**config.mk**
```make
export PLATFORM = sky130hd
export DESIGN_NAME = mc_maindec_flat
export DESIGN_NICKNAME = d
export VERILOG_FILES = /design/src/rtl/mc_maindec_pkg.sv /design/src/rtl/mc_maindec_if.sv /design/src/rtl/mc_maindec_alu_decoder.sv /design/src/rtl/mc_maindec.sv /design/src/flat_wrapper.sv
export SDC_FILE = /design/constraint.sdc
export NUM_CORES = 1
export LEC_CHECK = 0
export CAP_MARGIN = 20
export CORE_MARGIN = 1
export CORE_UTILIZATION = 42
export CTS_CLUSTER_DIAMETER = 80
export DETAILED_ROUTE_END_ITERATION = 8
export PLACE_DENSITY = 0.81
export SLEW_MARGIN = 20
export SYNTH_ARGS = -nofsm -noshare
export SYNTH_HDL_FRONTEND = slang
export SYNTH_SLANG_ARGS = --single-unit
```
**constraint.sdc**
```tcl
create_clock -name clk -period 1.8 [get_ports clk]
set_input_delay 0.18 -clock clk [delete_from_list [all_inputs] [get_ports clk]]
set_output_delay 0.18 -clock clk [all_outputs]
set_load 0.005 [all_outputs]
```
**src/rtl/mc_maindec_pkg.sv**
```systemverilog
// Shared types and encodings for the multicycle main decoder.
package mc_maindec_pkg;

    localparam int unsigned OP_W    = 6;
    localparam int unsigned FUNCT_W = 6;
    localparam int unsigned STATE_W = 4;
    localparam int unsigned AC_W    = 3;

    typedef enum logic [STATE_W-1:0] {
        S_FETCH   = 4'd0,
        S_DECODE  = 4'd1,
        S_MEMADR  = 4'd2,
        S_MEMRD   = 4'd3,
        S_MEMWB   = 4'd4,
        S_MEMWR   = 4'd5,
        S_EXECUTE = 4'd6,
        S_ALUWB   = 4'd7,
        S_BRANCH  = 4'd8,
        S_ADDIEX  = 4'd9,
        S_ADDIWB  = 4'd10,
        S_JUMP    = 4'd11
    } state_e;

    localparam logic [OP_W-1:0] OP_RTYPE = 6'b000000;
    localparam logic [OP_W-1:0] OP_LW    = 6'b100011;
    localparam logic [OP_W-1:0] OP_SW    = 6'b101011;
    localparam logic [OP_W-1:0] OP_BEQ   = 6'b000100;
    localparam logic [OP_W-1:0] OP_BNE   = 6'b000101;
    localparam logic [OP_W-1:0] OP_ADDI  = 6'b001000;
    localparam logic [OP_W-1:0] OP_J     = 6'b000010;

    localparam logic [FUNCT_W-1:0] F_ADD = 6'b100000;
    localparam logic [FUNCT_W-1:0] F_SUB = 6'b100010;
    localparam logic [FUNCT_W-1:0] F_AND = 6'b100100;
    localparam logic [FUNCT_W-1:0] F_OR  = 6'b100101;
    localparam logic [FUNCT_W-1:0] F_SLT = 6'b101010;

    typedef enum logic [1:0] {
        ALUOP_ADD   = 2'b00,
        ALUOP_SUB   = 2'b01,
        ALUOP_FUNCT = 2'b10,
        ALUOP_RSVD  = 2'b11
    } aluop_e;

    localparam logic [AC_W-1:0] AC_AND = 3'b000;
    localparam logic [AC_W-1:0] AC_OR  = 3'b001;
    localparam logic [AC_W-1:0] AC_ADD = 3'b010;
    localparam logic [AC_W-1:0] AC_SUB = 3'b110;
    localparam logic [AC_W-1:0] AC_SLT = 3'b111;

    typedef struct packed {
        logic       iord;
        logic       irwrite;
        logic       memwrite;
        logic       pcwrite;
        logic       branch;
        logic       branch_ne;
        logic       regwrite;
        logic       regdst;
        logic       memtoreg;
        logic       alusrca;
        logic [1:0] alusrcb;
        logic [1:0] pcsrc;
        aluop_e     aluop;
    } ctrl_t;

endpackage

```
**src/rtl/mc_maindec_if.sv**
```systemverilog
// Instruction fields in, datapath controls out, between datapath and decoder.
interface mc_maindec_if;
    import mc_maindec_pkg::*;

    logic [OP_W-1:0]    op;
    logic [FUNCT_W-1:0] funct;
    logic               iord;
    logic               irwrite;
    logic               memwrite;
    logic               pcwrite;
    logic               branch;
    logic               branch_ne;
    logic               regwrite;
    logic               regdst;
    logic               memtoreg;
    logic               alusrca;
    logic [1:0]         alusrcb;
    logic [1:0]         pcsrc;
    logic [1:0]         aluop;
    logic [AC_W-1:0]    alucontrol;
    logic               illegal;
    logic [STATE_W-1:0] state;

    modport master (
        output op, funct,
        input  iord, irwrite, memwrite, pcwrite, branch, branch_ne, regwrite,
               regdst, memtoreg, alusrca, alusrcb, pcsrc, aluop, alucontrol,
               illegal, state
    );

    modport slave (
        input  op, funct,
        output iord, irwrite, memwrite, pcwrite, branch, branch_ne, regwrite,
               regdst, memtoreg, alusrca, alusrcb, pcsrc, aluop, alucontrol,
               illegal, state
    );

endinterface

```
**src/rtl/mc_maindec_alu_decoder.sv**
```systemverilog
// Combinational ALU control: aluop plus R-type funct select the ALU operation.
module alu_decoder
    import mc_maindec_pkg::*;
(
    input  aluop_e             aluop_i,
    input  logic [FUNCT_W-1:0] funct_i,
    output logic [AC_W-1:0]    alucontrol_o
);

    always_comb begin
        alucontrol_o = AC_ADD;
        case (aluop_i)
            ALUOP_SUB:   alucontrol_o = AC_SUB;
            ALUOP_FUNCT: begin
                case (funct_i)
                    F_ADD:   alucontrol_o = AC_ADD;
                    F_SUB:   alucontrol_o = AC_SUB;
                    F_AND:   alucontrol_o = AC_AND;
                    F_OR:    alucontrol_o = AC_OR;
                    F_SLT:   alucontrol_o = AC_SLT;
                    default: alucontrol_o = AC_ADD;
                endcase
            end
            default: ;
        endcase
    end

endmodule

```
**src/rtl/mc_maindec.sv**
```systemverilog
// Multicycle MIPS main decoder: Moore FSM sequencing a unified-memory datapath.
module mc_maindec
    import mc_maindec_pkg::*;
#(
    parameter bit ENABLE_BNE = 1'b1
) (
    input logic         clk,
    input logic         resetn,
    mc_maindec_if.slave bus
);

    state_e          state_q, state_d;
    logic [OP_W-1:0] op_q, op_d;
    logic            run_q;
    logic            op_known_c;
    logic            illegal_c;
    ctrl_t           ctrl_c;

    // run_q holds the FSM in an idle FETCH until the first edge after reset release
    always_ff @(posedge clk or negedge resetn) begin
        if (!resetn) begin
            state_q <= S_FETCH;
            op_q    <= '0;
            run_q   <= 1'b0;
        end else begin
            state_q <= state_d;
            op_q    <= op_d;
            run_q   <= 1'b1;
        end
    end

    always_comb begin
        op_known_c = (bus.op == OP_LW)   || (bus.op == OP_SW)  ||
                     (bus.op == OP_RTYPE) || (bus.op == OP_BEQ) ||
                     (bus.op == OP_ADDI) || (bus.op == OP_J)   ||
                     (ENABLE_BNE && (bus.op == OP_BNE));
    end

    always_comb begin
        state_d = state_q;
        op_d    = op_q;
        if (run_q) begin
            case (state_q)
                S_FETCH:  state_d = S_DECODE;
                S_DECODE: begin
                    op_d = bus.op;
                    case (bus.op)
                        OP_LW, OP_SW: state_d = S_MEMADR;
                        OP_RTYPE:     state_d = S_EXECUTE;
                        OP_BEQ:       state_d = S_BRANCH;
                        OP_BNE:       state_d = ENABLE_BNE ? S_BRANCH : S_FETCH;
                        OP_ADDI:      state_d = S_ADDIEX;
                        OP_J:         state_d = S_JUMP;
                        default:      state_d = S_FETCH;
                    endcase
                end
                S_MEMADR:  state_d = (op_q == OP_SW) ? S_MEMWR : S_MEMRD;
                S_MEMRD:   state_d = S_MEMWB;
                S_EXECUTE: state_d = S_ALUWB;
                S_ADDIEX:  state_d = S_ADDIWB;
                default:   state_d = S_FETCH;
            endcase
        end
    end

    // Controls are a pure function of state; branch flavour comes from the captured opcode
    always_comb begin
        ctrl_c       = '0;
        ctrl_c.aluop = ALUOP_ADD;
        illegal_c    = 1'b0;
        case (state_q)
            S_FETCH: begin
                ctrl_c.irwrite = 1'b1;
                ctrl_c.pcwrite = 1'b1;
                ctrl_c.alusrcb = 2'b01;
            end
            S_DECODE: begin
                ctrl_c.alusrcb = 2'b11;
                illegal_c      = !op_known_c;
            end
            S_MEMADR, S_ADDIEX: begin
                ctrl_c.alusrca = 1'b1;
                ctrl_c.alusrcb = 2'b10;
            end
            S_MEMRD: ctrl_c.iord = 1'b1;
            S_MEMWR: begin
                ctrl_c.iord     = 1'b1;
                ctrl_c.memwrite = 1'b1;
            end
            S_MEMWB: begin
                ctrl_c.memtoreg = 1'b1;
                ctrl_c.regwrite = 1'b1;
            end
            S_EXECUTE: begin
                ctrl_c.alusrca = 1'b1;
                ctrl_c.aluop   = ALUOP_FUNCT;
            end
            S_ALUWB: begin
                ctrl_c.regdst   = 1'b1;
                ctrl_c.regwrite = 1'b1;
            end
            S_ADDIWB: ctrl_c.regwrite = 1'b1;
            S_BRANCH: begin
                ctrl_c.alusrca   = 1'b1;
                ctrl_c.aluop     = ALUOP_SUB;
                ctrl_c.pcsrc     = 2'b01;
                ctrl_c.branch    = (op_q == OP_BEQ);
                ctrl_c.branch_ne = (op_q == OP_BNE);
            end
            S_JUMP: begin
                ctrl_c.pcsrc   = 2'b10;
                ctrl_c.pcwrite = 1'b1;
            end
            default: ;
        endcase
    end

    alu_decoder u_alu_decoder (
        .aluop_i      (ctrl_c.aluop),
        .funct_i      (bus.funct),
        .alucontrol_o (bus.alucontrol)
    );

    // Strobes are masked by run_q so reset kills them without waiting for a clock
    assign bus.iord      = ctrl_c.iord;
    assign bus.irwrite   = ctrl_c.irwrite   & run_q;
    assign bus.memwrite  = ctrl_c.memwrite  & run_q;
    assign bus.pcwrite   = ctrl_c.pcwrite   & run_q;
    assign bus.branch    = ctrl_c.branch    & run_q;
    assign bus.branch_ne = ctrl_c.branch_ne & run_q;
    assign bus.regwrite  = ctrl_c.regwrite  & run_q;
    assign bus.illegal   = illegal_c        & run_q;
    assign bus.regdst    = ctrl_c.regdst;
    assign bus.memtoreg  = ctrl_c.memtoreg;
    assign bus.alusrca   = ctrl_c.alusrca;
    assign bus.alusrcb   = ctrl_c.alusrcb;
    assign bus.pcsrc     = ctrl_c.pcsrc;
    assign bus.aluop     = ctrl_c.aluop;
    assign bus.state     = state_q;

endmodule

```
**src/flat_wrapper.sv**
```systemverilog
// flat-port wrapper written by rule: the top's interface ports become plain ports
module mc_maindec_flat import mc_maindec_pkg::*;
#(
    parameter bit ENABLE_BNE = 1'b1
)
  (clk, resetn, bus_op, bus_funct, bus_iord, bus_irwrite, bus_memwrite, bus_pcwrite, bus_branch, bus_branch_ne, bus_regwrite, bus_regdst, bus_memtoreg, bus_alusrca, bus_alusrcb, bus_pcsrc, bus_aluop, bus_alucontrol, bus_illegal, bus_state);
  mc_maindec_if bus_i ();
  input logic clk;
  input logic resetn;
  input wire logic [$bits(bus_i.op)-1:0] bus_op;
  input wire logic [$bits(bus_i.funct)-1:0] bus_funct;
  output wire logic [$bits(bus_i.iord)-1:0] bus_iord;
  output wire logic [$bits(bus_i.irwrite)-1:0] bus_irwrite;
  output wire logic [$bits(bus_i.memwrite)-1:0] bus_memwrite;
  output wire logic [$bits(bus_i.pcwrite)-1:0] bus_pcwrite;
  output wire logic [$bits(bus_i.branch)-1:0] bus_branch;
  output wire logic [$bits(bus_i.branch_ne)-1:0] bus_branch_ne;
  output wire logic [$bits(bus_i.regwrite)-1:0] bus_regwrite;
  output wire logic [$bits(bus_i.regdst)-1:0] bus_regdst;
  output wire logic [$bits(bus_i.memtoreg)-1:0] bus_memtoreg;
  output wire logic [$bits(bus_i.alusrca)-1:0] bus_alusrca;
  output wire logic [$bits(bus_i.alusrcb)-1:0] bus_alusrcb;
  output wire logic [$bits(bus_i.pcsrc)-1:0] bus_pcsrc;
  output wire logic [$bits(bus_i.aluop)-1:0] bus_aluop;
  output wire logic [$bits(bus_i.alucontrol)-1:0] bus_alucontrol;
  output wire logic [$bits(bus_i.illegal)-1:0] bus_illegal;
  output wire logic [$bits(bus_i.state)-1:0] bus_state;
  assign bus_i.op = bus_op;
  assign bus_i.funct = bus_funct;
  assign bus_iord = bus_i.iord;
  assign bus_irwrite = bus_i.irwrite;
  assign bus_memwrite = bus_i.memwrite;
  assign bus_pcwrite = bus_i.pcwrite;
  assign bus_branch = bus_i.branch;
  assign bus_branch_ne = bus_i.branch_ne;
  assign bus_regwrite = bus_i.regwrite;
  assign bus_regdst = bus_i.regdst;
  assign bus_memtoreg = bus_i.memtoreg;
  assign bus_alusrca = bus_i.alusrca;
  assign bus_alusrcb = bus_i.alusrcb;
  assign bus_pcsrc = bus_i.pcsrc;
  assign bus_aluop = bus_i.aluop;
  assign bus_alucontrol = bus_i.alucontrol;
  assign bus_illegal = bus_i.illegal;
  assign bus_state = bus_i.state;
  mc_maindec #(.ENABLE_BNE(ENABLE_BNE)) u_core (.clk(clk), .resetn(resetn), .bus(bus_i));
endmodule
```
* After elaboration in Yosys (flattened, before gate mapping)
Cells that the tools add are included.
** Word-level totals
- Register bits :: 11
- Latch bits :: 0
- Bits in writable memories :: 0
- Memory bits (read-only) :: 0
- Output and inout port bits :: 24
- Word-level logic and storage cells :: 71
- Memories kept :: 0
** Operators by class
- Add/sub/neg operators :: 0
- Multiply operators :: 0
- Divide/modulo/power cells :: 0
- Order comparisons :: 0
- Equality and inequality tests :: 26
- Shifts and indexed selects :: 0
- Muxes and demuxes :: 18
- Bitwise operators :: 7
- Reductions and logical operators :: 17
** Operators by type and width (number)
- $eq 6x6->1 const B :: 7
- $eq 6x3->1 const B :: 4
- $pmux 4 s6 :: 1
- $pmux 4 s5 :: 1
- $eq 4x3->1 const B :: 4
- $eq 4x4->1 const B :: 4
- $pmux 3 s4 :: 1
- $reduce_or 2->1 :: 5
- $mux 1 :: 9
- $eq 4x2->1 const B :: 2
- $pmux 2 s2 :: 2
- $and 1x1->1 :: 7
- $eq 6x2->1 const B :: 1
- $eq 6x4->1 const B :: 1
- $logic_not 6->1 :: 1
- $logic_or 1x1->1 :: 6
- $pmux 2 s3 :: 1
- $pmux 3 s2 :: 1
- $eq 4x1->1 const B :: 1
- $logic_not 4->1 :: 1
- $reduce_or 4->1 :: 1
- $mux 3 :: 1
- $reduce_or 3->1 :: 1
- $eq 2x1->1 const B :: 1
- other kinds (4) :: 4

* Depth between registers and ports, before layout
Gate-level depths: netlist of run 1.
- Depth in word-level cells :: 10
- Gate-level depth with buffers :: 8
- Gate-level depth less buffers :: 7

* Hierarchy
From an unflattened synthesis of run 1, not the netlist that was laid out.
** Second synthesis, totals
- Cell total of the unflattened synthesis :: 113
- Area, all modules :: 1003.5 um2
** Modules (own cells, without submodules)
- mc_maindec :: times used 1, cells each 98, area each 884.6 um2, sequential area each 275.3 um2
- alu_decoder :: times used 1, cells each 15, area each 118.9 um2, sequential area each 0.0 um2

* Worst setup path before layout of run 1
OpenSTA, ideal clock, no wires.
- Kind :: reg-to-output
- Start point :: register u_core.state_q[0] (netlist: u_core.bus.state[0])
- End point :: output port bus_alucontrol[2]
- Data arrival time :: 1.598 ns
- Required time :: 1.620 ns
- Setup slack :: 0.022 ns
- Cell stages (with the launch flop) :: 8
- Path buffers :: 1
- Cell sequence :: dfrtp_1 buf_2 or3_1 inv_2 ha_1 and3b_1 a21oi_1 nor2b_1
** On the way
- Longest elaborated chain between the ends :: 4
- Elaborated cells between the ends (all ways) :: 6
** RTL lines
- start, declared :: RTL line mc_maindec.sv:12 : state_e state_q, state_d;
- start signal, assigned :: RTL line mc_maindec.sv:26 : state_q <= state_d;
- $eq 4x4->1 / $eq 4x3->1 (equally long branches) :: RTL line mc_maindec.sv:71 : case (state_q)
- $pmux 2 s2 * :: RTL line mc_maindec.sv:71
- named net bus_aluop[1] :: RTL line flat_wrapper.sv:24 : output wire logic [$bits(bus_i.aluop)-1:0] bus_aluop;
- $eq 2x2->1 / $eq 2x1->1 (equally long branches) :: RTL line mc_maindec_alu_decoder.sv:12 : case (aluop_i)
- $pmux 3 s2 * :: RTL line mc_maindec_alu_decoder.sv:12
- end, declared :: RTL line flat_wrapper.sv:25 : output wire logic [$bits(bus_i.alucontrol)-1:0] bus_alucontrol;
Mark *: on every way through the listed nets, which the timed path passes. The rest lies on a longest branch.

* Worst setup path in the final report of run 1
- Start point :: register u_core.state_q[3] (netlist: u_core.bus.state[3])
- End point :: output port bus_alucontrol[2]
** On the way
- Longest elaborated chain between the ends :: 4
- Elaborated cells between the ends (all ways) :: 6
** RTL lines (RTL line)
- $eq 4x4->1 / $eq 4x3->1 (equally long branches) :: mc_maindec.sv:71
- $pmux 2 s2 * :: mc_maindec.sv:71
- $eq 2x2->1 / $eq 2x1->1 (equally long branches) :: mc_maindec_alu_decoder.sv:12
- $pmux 3 s2 * :: mc_maindec_alu_decoder.sv:12
Mark *: on every way between the ends. The rest lies on a longest branch, timed or not.

==> results of run 1 <==
-- layout make-up --
| type | count | area, um2 |
|---|---|---|
| Timing Repair Buffer | 87 | 753 |
| Clock buffer | 4 | 26.3 |
| Fill cell | 82 | 186 |
| Inverter | 10 | 42.5 |
| Sequential cell | 11 | 277 |
| Tap cell | 27 | 33.8 |
| Multi-Input combinational cell | 80 | 703 |
-- power groups by stage --
stage          clock, mW  combinational, mW  sequential [mW]
4_1_cts            0.173               1.36            0.447
5_1_grt            0.193               1.72            0.480
2_1_floorplan          0              0.515            0.435
3_5_place_dp           0               1.09            0.438
3_3_place_gp           0               1.07            0.427
6_report           0.175               1.65            0.472
-- what timing repair did --
item | in CTS | in global routing
pin swaps | 15 | 13
resized for setup | 72 | 20
buffers inserted | 16 | 11
endpoints found under the setup margin | 18 | 12
-- worst max-delay path by stage --
stage	startpoint	end	slack [ns]	cells past startpoint
2_1_floorplan	u_core.bus.state[0]$_DFFE_PN0P_	bus_alucontrol[2]	0.02	7
3_3_place_gp	u_core.bus.state[3]$_DFFE_PN0P_	bus_alucontrol[2]	-0.31	8
3_5_place_dp	u_core.bus.state[3]$_DFFE_PN0P_	bus_alucontrol[2]	-0.39	8
4_1_cts	u_core.bus.state[3]$_DFFE_PN0P_	bus_alucontrol[2]	-0.25	8
5_1_grt	u_core.bus.state[3]$_DFFE_PN0P_	bus_alucontrol[2]	-0.48	8
6_report	u_core.bus.state[3]$_DFFE_PN0P_	bus_alucontrol[2]	-0.37	8
-- cell usage in the layout, fill, tap and decap left out, types with 2 or more instances in the layout --
cell / netlist / final
clkbuf_2: 0 / 2
nor3_1: 9 / 6
ha_4: 0 / 2
buf_4: 2 / 36
nand3b_1: 3 / 3
or3b_4: 1 / 2
nand2b_4: 0 / 2
a21oi_1: 5 / 3
nor2_1: 6 / 4
dfrtp_1: 11 / 10
nand2_2: 1 / 2
buf_2: 2 / 9
inv_2: 3 / 3
and3b_2: 1 / 2
buf_12: 0 / 2
dlygate4sd2_1: 0 / 8
nand4_1: 2 / 2
nor3b_1: 3 / 3
clkdlybuf4s50_1: 0 / 17
mux2_1: 5 / 5
inv_4: 0 / 2
o21a_1: 2 / 2
nor4bb_1: 2 / 2
buf_6: 1 / 12
clkbuf_4: 0 / 3
nor3_2: 1 / 2
mux2i_1: 2 / 2
a21oi_2: 0 / 2
nor3_4: 0 / 2
nand2_1: 4 / 3
o2111ai_1: 2 / 2
inv_1: 7 / 5
-- sequential cells by signal, summed over array words and instances (netlist names) --
name              count
u_core.bus.state      4
u_core.op_q           6
u_core.run_q          1
-- critical path: stages, from the launching register on --
cell and delay (ns):
dfrtp_1 0.40, nand2b_4 0.15, or3_4 0.38, inv_4 0.08, ha_4 0.13, and3b_2 0.22, a21oi_2 0.06, nor2b_1 0.16
buf_2 0.15
-- per-layer routing --
layer	GRT usage [%]	vias up	share of wire, %
li1	-	569	-
met1	37.1	650	36
met2	62.6	105	49
met3	5.61	45	7.8
met4	19.1	0	7.3
met5	0	-	0
-- stage by stage --
| stage | worst slack [ns] | std cells | hold slack [ns] | util [%] |
|---|---|---|---|---|
| 2_1_floorplan | 0.0219 | 106 | -0.116 | - |
| 3_3_place_gp | -0.306 | 193 | 0.494 | 74.8 |
| 3_5_place_dp | -0.388 | 193 | 0.512 | 74.8 |
| 4_1_cts | -0.249 | 212 | 0.247 | 86.2 |
| 5_1_grt | -0.476 | 219 | 0.263 | 90.8 |
| 6_report | -0.374 | 219 | 0.233 | 90.8 |
-- logic make-up (layout without fill, tap and decap cells) --
family,count (synthesis),in the layout,synth area share (%)
AND/OR/NAND/NOR,46,46,31.8
AO/OA/AOI/OAI,21,21,16.4
buffers and inverters,15,101,7.91
flip-flops,11,11,29.5
multiplexers,7,7,8.18
adder cells (fa/ha/maj),3,3,4.02
XOR/XNOR,2,2,1.88
other,1,1,0.402
==> run metrics, run 1 <==
status complete, but fails checks; failing checks setup timing; top cell type's share of synthesized area 29.5%; Net Count, Synth about 120; Final setup violation count 11; Final GP Congestion between 0.8 and 0.9; Clk Latency, worst-skew pair between 0.2 and 0.3 ns; clock-pin transition on the worst setup and hold timing paths around 0.070 ns; Mapped Area slightly above 900 um2; sw frac slightly above 40%; clock skew around 0.0043 ns; most common cell in the netlist dfrtp_1; Post-synth top flop dfrtp_1; antenna diode count 0; CTS Sinks 11; synth-to-layout area growth 96.6%; core area slightly above 0.002 mm2; Fin. Hold Viols 0; initial antenna violation count 0; Arrival @ worst endpoint about 2.0 ns; FP Rows 16; synth top area cells dfrtp_1, mux2_1, nor3_1, ha_1, inv_1; CTS tree yes; Routed wire per std cell around 21 um; Slew Limit Fails 0; Combinational Power Share a little under three quarters; Post-Route WL 4670 um; max_cap viols 0; fmax about 0.46 GHz; vias in the first global route approximately 1400; Syn Inst Count ~110; end of the worst register-to-register path u_core.bus.state[1]$_DFFE_PN0P_; Crit Path Max Fanout 3; Tot Pwr around 2.3 mW; die width around 49 um; PortBufs 37; number of flops mapped to enable cells by yosys 0; Worst R2R Setup Slack 0.05 ns; die area between 0.002 and 0.0025 mm2; synth cell count leaders dfrtp_1, nor3_1, inv_1, nor2_1; Detailed Place HPWL 2230 um; critical path type reg2out; antenna viol nets, final 0; Seq pwr share 20.6%; peak supply drop ~0.001 V; via count between 1000 and 1500; FF+latch count, synth 11; cell count of the worst reg-to-reg path 6; Initial DRC Count 52; 1st-pass router iterations 4; I/O pin total 38; Int Pwr approximately 1.4 mW; Worst EP required approximately 1.6 ns; GRT Residual Overflow 0; final-stage net count between 200 and 250; CTS Buffer Depth 2; layout cells sized above 1 a little under 50%; # DRC 0; worst hold path class in2async; Mapped Avg Cell Area 8.81 um2; NetSw roughly 0.94 mW; post-synth cell types 48; PwrDens ~1300 mW/mm2; Die H between 40 and 50 um; Inserted Clock Buffers 3; CP endpoint kind output port; Final min period between 2 and 2.5 ns; RSZ-0062 raised after global routing yes; Initial Utilization 46.2%; cts hold-fix bufs 0; warnings from Yosys 0; vias per inst ~6.3; first-pass GRT wire length ~6300 um; Clock power frac approximately 7.6%; FFs w/ async S/R, synth 100%; CP Launch Type flip-flop; Post-DP Area between 0.0015 and 0.002 mm2; Period Utilization, post-route 121%; total track usage about a third; largest net degree at the start of global routing 13; Leak roughly 0.87 nW; Synth area leader dfrtp_1; fin worst setup slack -0.374 ns; Critical R2R Launch u_core.bus.state[2]$_DFFE_PN0P_; Setup TNS Final -1.42 ns; sequential share of the synthesized area ~29%; H-tree depth 1; clock root cell clkbuf_4; Design Area, Final between 0.0015 and 0.002 mm2
Note: power is estimated with default switching activity, not from simulation.
==> inputs of run 2 (changes only) <==
==> constraint.sdc (replaced) <==
create_clock -name clk -period 2.4 [get_ports clk]
set_input_delay 0.24 -clock clk [delete_from_list [all_inputs] [get_ports clk]]
set_output_delay 0.24 -clock clk [all_outputs]
set_load 0.005 [all_outputs]
==> run metrics, run 2 (synthesized netlist as in run 1, its figures left out) <==
Die H 49.1 um (unchanged); worst slack, placed 0.131 ns (+0.519 ns); clock-pin transition on the worst setup and hold timing paths 0.07 ns (about the same); layout cells sized above 1 15.9% (-33 points); CP Launch Type flip-flop; Critical Path Max Stage Delay 0.40 ns (about the same); Critical R2R Launch u_core.bus.state[1]$_DFFE_PN0P_; Leak 0.594 nW (-32%); hold_ws 0.297 ns (+0.0633 ns); Post-Route WL 2600 um (-44%); Detailed Place HPWL 1940 um (-13%); Arrival @ worst endpoint 2.06 ns (+0.07 ns); Crit Path Max Fanout 14 (+11); Period Utilization, post-route about 96%; peak supply drop 0.000629 V (-36%); # DRC 0 (unchanged); kind of cell adding the most delay to the critical path buffers and inverters; FP Rows 16 (unchanged); Worst EP required 2.16 ns (+0.54 ns); vias in the first global route 983 (-28%); synth-to-layout area growth 52.0%; final core utilization 70.2% (-21 points); PortBufs 37 (unchanged); status finished, final reports clean; clock root cell clkbuf_4; CTS Buffer Depth 2 (unchanged); Final setup violation count 0 (-11); cts hold-fix bufs 0 (unchanged); end of the worst register-to-register path u_core.op_q[5]$_DFFE_PN0P_; CTS tree yes; Biggest register u_core.op_q; final-stage net count 169 (-20%); GRT Residual Overflow 0 (unchanged); fmax approximately 0.44 GHz; Slew Limit Fails 0 (unchanged); clock skew 0.00671 ns (+0.00243 ns); Slowest-stage cell, CP dfrtp_1; Final min period roughly 2.3 ns; PwrDens 858 mW/mm2 (-31%); Routed wire per std cell 14.6 um (-31%); cell count of the worst reg-to-reg path 4 (-2); CP endpoint kind output port; Fin. Hold Viols 0 (unchanged); max reg flops 6 (unchanged); Final GP Congestion 0.866 (+0.49%); CTS Sinks 11 (unchanged); Least-Margin Pin Slew between 0.4 and 0.5 ns; die width 49.1 um (unchanged); via count 1023 (-25%); 1st-pass router iterations 4 (unchanged); I/O pin total 38 (unchanged); commonest non-fill, non-tap cells in the layout clkdlybuf4s50_1, dfrtp_1, nor3_1; critical path type reg2out; Initial DRC Count 38 (-27%); Initial Utilization 46.2% (unchanged); Rel. slew slack between 60 and 70%; antenna viol nets, final 0 (unchanged); total track usage 22.8% (-12 points); Crit path buffers/inverters 3 (+1); core area 0.00202 mm2 (unchanged); non-filler cells in the finished layout 178 (-19%); fin worst setup slack 0.104 ns (+0.478 ns); crit path cell chain buf_6 > inv_2 > nand4_1 > ha_2 > and3b_1 > a21oi_1 > nor2b_1 > dlygate4sd2_1; max_cap viols 0 (unchanged); Worst R2R Setup Slack 0.93 ns (+0.88 ns); most common cell after layout, fill and taps aside clkdlybuf4s50_1; initial antenna violation count 0 (unchanged); worst hold path class in2async; antenna diode count 0 (unchanged); die area 0.00241 mm2 (unchanged); largest net degree at the start of global routing 15 (+2); Clk Latency, worst-skew pair 0.27 ns (about the same); Filler Cells Inserted 165 (+100%); Setup TNS Final 0 ns (+1.42 ns); first-pass GRT wire length 4250 um (-32%); Inserted Clock Buffers 3 (unchanged); placed cell count 171 (-11%); vias per inst 5.75 (-8.1%); H-tree depth 1 (unchanged)
==> run 2: cell count changes in the layout (fill, tap and decap cells not counted), moves of 3 or more <==
cell,change
buf_2,-9
nor3_1,+3
clkdlybuf4s50_1,+16
dlygate4sd2_1,-6
buf_4,-28
buf_6,-11
==> run 2: layer usage <==
| metal | track usage (%) | part of all wire, % |
|---|---|---|
| met3 | 1.56 | 4.8 |
| met4 | 11.3 | 0.81 |
| met1 | 25.9 | 43 |
| met5 | 0 | 0 |
| met2 | 42.2 | 52 |
==> run 2: where the power goes <==
group | internal (mW) | leakage [nW] | switching (mW)
Combinational | 0.420 | 0.446 | 0.331
Sequential | 0.262 | 0.133 | 0.0750
Clock | 0.0644 | 0.0150 | 0.0645
==> run 2: worst max-delay path by stage <==
stage	startpoint	endpoint	depth (start not counted)
after global routing	u_core.bus.state[0]$_DFFE_PN0P_	bus_alucontrol[2]	8
after detailed placement	u_core.bus.state[3]$_DFFE_PN0P_	bus_alucontrol[2]	8
after global placement	u_core.bus.state[3]$_DFFE_PN0P_	bus_alucontrol[2]	8
final	u_core.bus.state[0]$_DFFE_PN0P_	bus_alucontrol[2]	8
after CTS	u_core.bus.state[0]$_DFFE_PN0P_	bus_alucontrol[1]	6
after floorplan	u_core.bus.state[0]$_DFFE_PN0P_	bus_alucontrol[2]	7
==> run 2: stage by stage <==
| step | area (um2) | total power [mW] |
|---|---|---|
| finish | 1420 | 1.22 |
| global route | 1420 | 1.30 |
| CTS | 1400 | 1.19 |
| detailed placement | 1350 | 1.05 |
| global placement | 1350 | 1.03 |
| floorplan | 933 | 0.712 |
==> run 2: what timing repair did <==
item / 4_1_cts / 5_1_grt
pin swaps: 0 / 2
gates resized for setup: 4 / 5
buffers inserted: 2 / 1
endpoints found under the setup margin: 2 / 4
==> run 2: layout make-up <==
class	instances	area, um2	area share, %
Timing Repair Buffer	46	444	31.3
Clock buffer	4	26.3	1.85
Inverter	10	37.5	2.65
Sequential cell	11	275	19.4
Multi-Input combinational cell	80	602	42.4
Tap cell	27	33.8	2.38
==> inputs of run 3 (changes only) <==
--- a/config.mk
+++ b/config.mk
@@ -6,7 +6,6 @@
 export NUM_CORES = 1
 export LEC_CHECK = 0
 export CAP_MARGIN = 20
-export CORE_MARGIN = 1
 export CORE_UTILIZATION = 42
 export CTS_CLUSTER_DIAMETER = 80
 export DETAILED_ROUTE_END_ITERATION = 8
==> results of run 3 <==
Final layout, timing and power as in run 2 (identical DEF).
